**config.mk**
```make
export PLATFORM = sky130hd
export DESIGN_NAME = four_bit_multiplier
export DESIGN_NICKNAME = d
export VERILOG_FILES = /design/src/rtl/four_bit_multiplier.sv
export SDC_FILE = /design/constraint.sdc
export NUM_CORES = 1
export LEC_CHECK = 0
export BUFFER_PORTS_ARGS = -buffer_cell sky130_fd_sc_hd__buf_4
export CORE_MARGIN = 1
export CORE_UTILIZATION = 30
export CTS_CLUSTER_DIAMETER = 150
export DETAILED_ROUTE_END_ITERATION = 12
export SLEW_MARGIN = 10
export SYNTH_ARGS = -nofsm -noshare
export SYNTH_HDL_FRONTEND = slang
export SYNTH_SLANG_ARGS = --single-unit
```
**constraint.sdc**
```tcl
create_clock -name clk -period 5.9 [get_ports clk]
set_clock_uncertainty 0.05 [all_clocks]
set_input_delay 0.885 -clock clk [delete_from_list [all_inputs] [get_ports clk]]
set_output_delay 0.885 -clock clk [all_outputs]
set_load 0.1 [all_outputs]
```
**src/rtl/four_bit_multiplier.sv**
```systemverilog
// Unsigned 4x4 -> 8-bit array multiplier with a registered product.
// Partial products are summed by three rows of 4-bit ripple-carry adders.
module four_bit_multiplier (
  input  logic       clk,
  input  logic       rst,
  input  logic       in_valid,
  input  logic [3:0] a,
  input  logic [3:0] b,
  output logic [7:0] c,
  output logic       out_valid
);

  logic [3:0][3:0] pp;
  logic [4:0]      row1;
  logic [4:0]      row2;
  logic [4:0]      row3;
  logic [7:0]      product;
  logic [7:0]      c_d;
  logic [7:0]      c_q;
  logic            out_valid_d;
  logic            out_valid_q;

  // Returns {carry_out, sum[3:0]} of a 4-bit ripple adder with carry-in 0.
  function automatic logic [4:0] ripple4(input logic [3:0] x, input logic [3:0] y);
    logic       carry;
    logic [3:0] sum;
    carry = 1'b0;
    sum   = 4'h0;
    for (int k = 0; k < 4; k++) begin
      sum[k] = x[k] ^ y[k] ^ carry;
      carry  = (x[k] & y[k]) | ((x[k] ^ y[k]) & carry);
    end
    return {carry, sum};
  endfunction

  always_comb begin
    for (int i = 0; i < 4; i++) begin
      pp[i] = b & {4{a[i]}};
    end
    row1    = ripple4({1'b0, pp[0][3:1]}, pp[1]);
    row2    = ripple4({row1[4], row1[3:1]}, pp[2]);
    row3    = ripple4({row2[4], row2[3:1]}, pp[3]);
    product = {row3, row2[0], row1[0], pp[0][0]};
  end

  always_comb begin
    c_d         = c_q;
    out_valid_d = 1'b0;
    if (in_valid) begin
      c_d         = product;
      out_valid_d = 1'b1;
    end
  end

  always_ff @(posedge clk) begin
    if (rst) begin
      c_q         <= 8'h00;
      out_valid_q <= 1'b0;
    end else begin
      c_q         <= c_d;
      out_valid_q <= out_valid_d;
    end
  end

  assign c         = c_q;
  assign out_valid = out_valid_q;

endmodule

```
## Yosys cells after proc, flatten, opt, wreduce, memory -nomap -nowiden

Cells that the tools add are included.

| operators by class | value |
|---|---|
| $add $sub $neg | 0 |
| multipliers | 0 |
| divide/modulo/power cells | 0 |
| magnitude comparators | 0 |
| equal/unequal tests | 0 |
| shift operators | 0 |
| multiplexer cells | 1 |
| bitwise logic cells | 52 |
| reduce and logical (&&, ||, !) cells | 0 |

Operator list:

| cell | number |
|---|---|
| $and A1 B1 Y1 | 20 |
| $xor A1 B1 Y1 | 20 |
| $and A4 B4 Y4 | 4 |
| $or A1 B1 Y1 | 8 |
| $mux W1 | 1 |

| word-level totals | value |
|---|---|
| bits in registers | 9 |
| latch bits | 0 |
| RAM bits | 0 |
| bits in read-only memories | 0 |
| input port bits | 11 |
| output and inout port bits | 9 |
| logic and storage cells | 55 |
| memories kept | 0 |

## Depth between registers and ports, before layout

| depth | value |
|---|---|
| depth after elaboration | 16 |
| mapped depth | 13 |
| depth with buffers taken out | 13 |

## Worst setup path before layout

OpenSTA, ideal clock, no wires.

| path | value |
|---|---|
| path kind | input -> register |
| start point | in a[0] |
| end point | reg c_q[6], in the netlist c[6] |
| library setup time | 79 ps |
| data arrival time | 4,457 ps |
| required time | 5,771 ps |
| setup slack | 1,314 ps |
| stages on the path | 13 |
| buffers on the path | 0 |
| cells stage by stage | and2_1 > ha_1 > inv_1 > fa_1 > fa_1 > inv_1 > fa_1 > fa_1 > fa_1 > inv_1 > fa_1 > fa_1 > a211oi_2 |

| on the way | value |
|---|---|
| cells in the longest elaborated chain, start to end | 15 |
| elaborated cells between the ends (all ways) | 41 |
| those cells by class | bitwise (41) |

Ends and longest elaborated chain:

| what | RTL line | text |
|---|---|---|
| start, declared | 7 | `input logic [3:0] a,` |
| $and A4 B4 Y4 (*) | 38 | `pp[i] = b & {4{a[i]}};` |
| $xor A1 B1 Y1 / $and A1 B1 Y1 (equally long branches) | 30, 31 |  |
| $and A1 B1 Y1 | 31 | `carry = (x[k] & y[k]) \| ((x[k] ^ y[k]) & carry);` |
| $or A1 B1 Y1 | 31 |  |
| $and A1 B1 Y1 / $xor A1 B1 Y1 (equally long branches) | 31, 30 |  |
| $or A1 B1 Y1 / $xor A1 B1 Y1 (equally long branches) | 31, 30 |  |
| $xor A1 B1 Y1 / $and A1 B1 Y1 (equally long branches) | 30, 31 |  |
| $xor A1 B1 Y1 / $or A1 B1 Y1 (equally long branches) | 30, 31 |  |
| $and A1 B1 Y1 / $xor A1 B1 Y1 (equally long branches) | 31, 30 |  |
| $or A1 B1 Y1 / $xor A1 B1 Y1 (equally long branches) | 31 |  |
| $xor A1 B1 Y1 / $and A1 B1 Y1 (equally long branches) | 30, 31 |  |
| $xor A1 B1 Y1 / $or A1 B1 Y1 (equally long branches) | 31 |  |
| $and A1 B1 Y1 | 31 |  |
| $or A1 B1 Y1 | 31 |  |
| $xor A1 B1 Y1 (*) | 30 | `sum[k] = x[k] ^ y[k] ^ carry;` |
| end signal, assigned | 57 | `c_q <= 8'h00;` |
| end signal, assigned | 60 | `c_q <= c_d;` |
| end, declared | 19 | `logic [7:0] c_q;` |

Mark *: on every way between the ends. The rest lies on a longest branch, timed or not.
A chain may end at the register's enable or synchronous reset.

## Final worst setup path

| path | value |
|---|---|
| start point | in b[0] |
| end point | reg c_q[6], in the netlist c[6] |

| on the way | value |
|---|---|
| cells in the longest elaborated chain, start to end | 15 |
| elaborated cells between the ends (all ways) | 39 |
| those cells by class | bitwise (39) |

Ends and longest elaborated chain:

| what | RTL line | text |
|---|---|---|
| start, declared | 8 | `input logic [3:0] b,` |
| $and A4 B4 Y4 | 38 |  |
| $and A1 B1 Y1 (2 in a row) | 31 |  |
| $or A1 B1 Y1 | 31 |  |
| $and A1 B1 Y1 / $xor A1 B1 Y1 (equally long branches) | 31, 30 |  |
| $or A1 B1 Y1 / $xor A1 B1 Y1 (equally long branches) | 31, 30 |  |
| $xor A1 B1 Y1 / $and A1 B1 Y1 (equally long branches) | 30, 31 |  |
| $xor A1 B1 Y1 / $or A1 B1 Y1 (equally long branches) | 30, 31 |  |
| $and A1 B1 Y1 / $xor A1 B1 Y1 (equally long branches) | 31, 30 |  |
| $or A1 B1 Y1 / $xor A1 B1 Y1 (equally long branches) | 31 |  |
| $xor A1 B1 Y1 / $and A1 B1 Y1 (equally long branches) | 30, 31 |  |
| $xor A1 B1 Y1 / $or A1 B1 Y1 (equally long branches) | 31 |  |
| $and A1 B1 Y1 | 31 |  |
| $or A1 B1 Y1 | 31 |  |
| $xor A1 B1 Y1 (*) | 30 |  |

Marks and branches as above.

==> flow_metrics.tcl <==
set metrics [dict create \
    hold_slack_ps 429 \
    coreArea_um2 2060 \
    yosys_warnings 0 \
    vdd_drop_max_uv 200 \
    pre_cts_slack_ps 1050 \
    grt-ovfl-total 0 \
    ctsHtreeMaxLevel 1 \
    synth_cell_type_count 17 \
    max-clock-path-buffers 2 \
    io_pins 20 \
    startpoint_type "input port" \
    ys_seq_area_share_pct 26.2 \
    setup_viol 0 \
    start_util_pct 33.4 \
    max_stage_delay_ps 500 \
    die_h_um 49.9 \
    grt_max_degree 15 \
    setup_ws_ps 1310 \
    hold_buffers 0 \
    clock-sinks 9 \
    arrival_ps 4720 \
    gp_congestion 0.796 \
    min_period_over_period_pct 77.7 \
    r2r-start "c[5]" \
    hold_viol 0 \
    worstMarginPinSlew_ps 281 \
    whs_path_depth 2 \
    wire_per_inst_um 11.2 \
    r2r-end "c[5]" \
    synthToLayoutAreaGrowth_pct 24.2 \
    syn_nets 88 \
    dr.pass1.iters 2 \
    drc 0 \
    grtUsageMet1_pct 13.8 \
    slew_headroom_pct 81.4 \
    clock-root-buffer "clkbuf_4" \
    die_w_um 49.9 \
    worstPathCellList "buf_4, and2_1, ha_1, inv_1, fa_1, fa_1, inv_1, fa_1, fa_1, inv_1, fa_1, fa_1, fa_1, a211oi_2" \
    drive_gt1_share_pct 37.6 \
    synthTopCellsByArea "dfxtp_1, fa_1, a211oi_2, and2_1, ha_1" \
    netlist_instances 65 \
    grt_util_met3_pct 5.86 \
    cp_top_family "adder cells" \
    powerDensity_nw_per_um2 246 \
    max_cap_violations 0 \
    p_total_uw 210 \
    synth_top_area_share_pct 26.2 \
    hold_class "reg2reg" \
    ctsResizeCount 0 \
    diodes 0 \
    rr_worst_depth 2 \
    most-common-layout-cells "buf_4, dfxtp_1, and2_1, inv_1, fa_1" \
    use_met2_pct 19.6 \
    clk_pin_slew_ps 60 \
    layout_commonest_cell "buf_4" \
    cellLeakagePower_uw 0.000389 \
    via_per_inst 4.49 \
    grt_use_total_pct 11.7 \
    dieArea_um2 2490 \
    cts_inserted_buffers 3 \
    synth_top_area_cell "dfxtp_1" \
    clock.fmax_mhz 218 \
    layout.nets 109 \
    min-delay-start "c[0]" \
    path_max_fanout 4 \
    worst-path-buf-inv 4 \
    syn_avg_cell_area_um2 10.6 \
    r2r_slack_ps 5250 \
    min_period_ps 4590 \
    drt_iter0_drc 4 \
    dr_total_vias 503 \
    hpwlAfterDp_um 1070 \
    cp-end-kind "flip-flop" \
    clock_latency_ps 250 \
    port_buffers 19 \
    cts_tree "done" \
    final_max_slew_viol_count 0 \
    grt_pass1_wl_um 2200 \
    post_cts_buffers 0 \
    top_usage_layer "met2" \
    path_class "in2reg" \
    rows 16 \
    fin_util_pct 41.4 \
    routed_wl_um 1260 \
    ant_nets 0 \
    crit_path_top_delay_cell "fa_1" \
    ys_ff_latch 9 \
    worstPathRequired_ps 6030 \
    netlist_area_um2 688 \
    tns_ps 0 \
    rsz0062_at_grt "false" \
    status "finished, final reports clean" \
    grt_pass1_vias 514 \
    hold_path_end "c[0]" \
    path_common_cell "fa_1" \
    grt_antenna_before_repair 0 \
]
## worst max path at each step
stage | slack, ps | cells after the start | end | start
after floorplan | 1310 | 13 | c[6] | a[0]
after global placement | 1090 | 14 | c[6] | b[0]
after detailed placement | 1050 | 14 | c[6] | a[0]
after CTS | 1320 | 14 | c[6] | b[0]
after global routing | 1160 | 14 | c[6] | b[0]
final | 1310 | 14 | c[6] | b[0]
## synth_stat cells
cell	n
buf_6	1
nor2_2	4
a211oi_2	4
nand2b_1	1
nand2_1	7
inv_1	8
buf_12	1
fa_1	8
dfxtp_1	9
nand3_4	1
mux2i_1	3
and2_1	8
clkbuf_2	1
a21oi_2	1
nor2_1	3
nor2b_1	1
ha_1	4
## power breakdown
group	switching, uW	internal [uW]	total [uW]
clock	20.4	26.0	46.4
combinational	65.8	28.4	94.2
sequential	3.02	66.4	69.4
## cells by family (layout without fill, tap and decap cells)
logic type	Yosys count	in the layout	share of synthesized area, %
AND/OR/NAND/NOR	25	25	20.7
adder cells (fa/ha/maj)	12	12	30.5
buffers and inverters	11	31	9.64
flip-flops	9	9	26.2
AO/OA/AOI/OAI	5	5	8.55
multiplexers	3	3	4.36
## tightest hold or removal path: stages, from the launching register on
cell,delay (ps)
dfxtp_1,310
nand2b_1,80
a21oi_2,50
## sequential cells by signal, summed over array words and instances (netlist names)
register	cells
c	8
out_valid	1
## final cells by class
cell class | count | area, um^2
clock buffer | 4 | 26.3
fill | 214 | 1210
sequential | 9 | 180
multi-input combinational | 45 | 442
timing repair buffer | 19 | 143
tap | 27 | 33.8
inverter | 8 | 30.0
## routing by layer
metal | part of all wire (%) | wire (um) | up-vias
met2 | 49 | 621 | 14
met3 | 7.2 | 90 | 0
met4 | 0 | 0 | 0
met5 | 0 | 0 | -
li1 | - | - | 244
met1 | 43 | 545 | 245
## stage by stage
stage,cell area [um^2],cells
after CTS,855,112
final,855,112
after detailed placement,828,108
after global routing,855,112
after global placement,828,108
after floorplan,688,65
No activity file was read; power rests on OpenSTA's default activity.
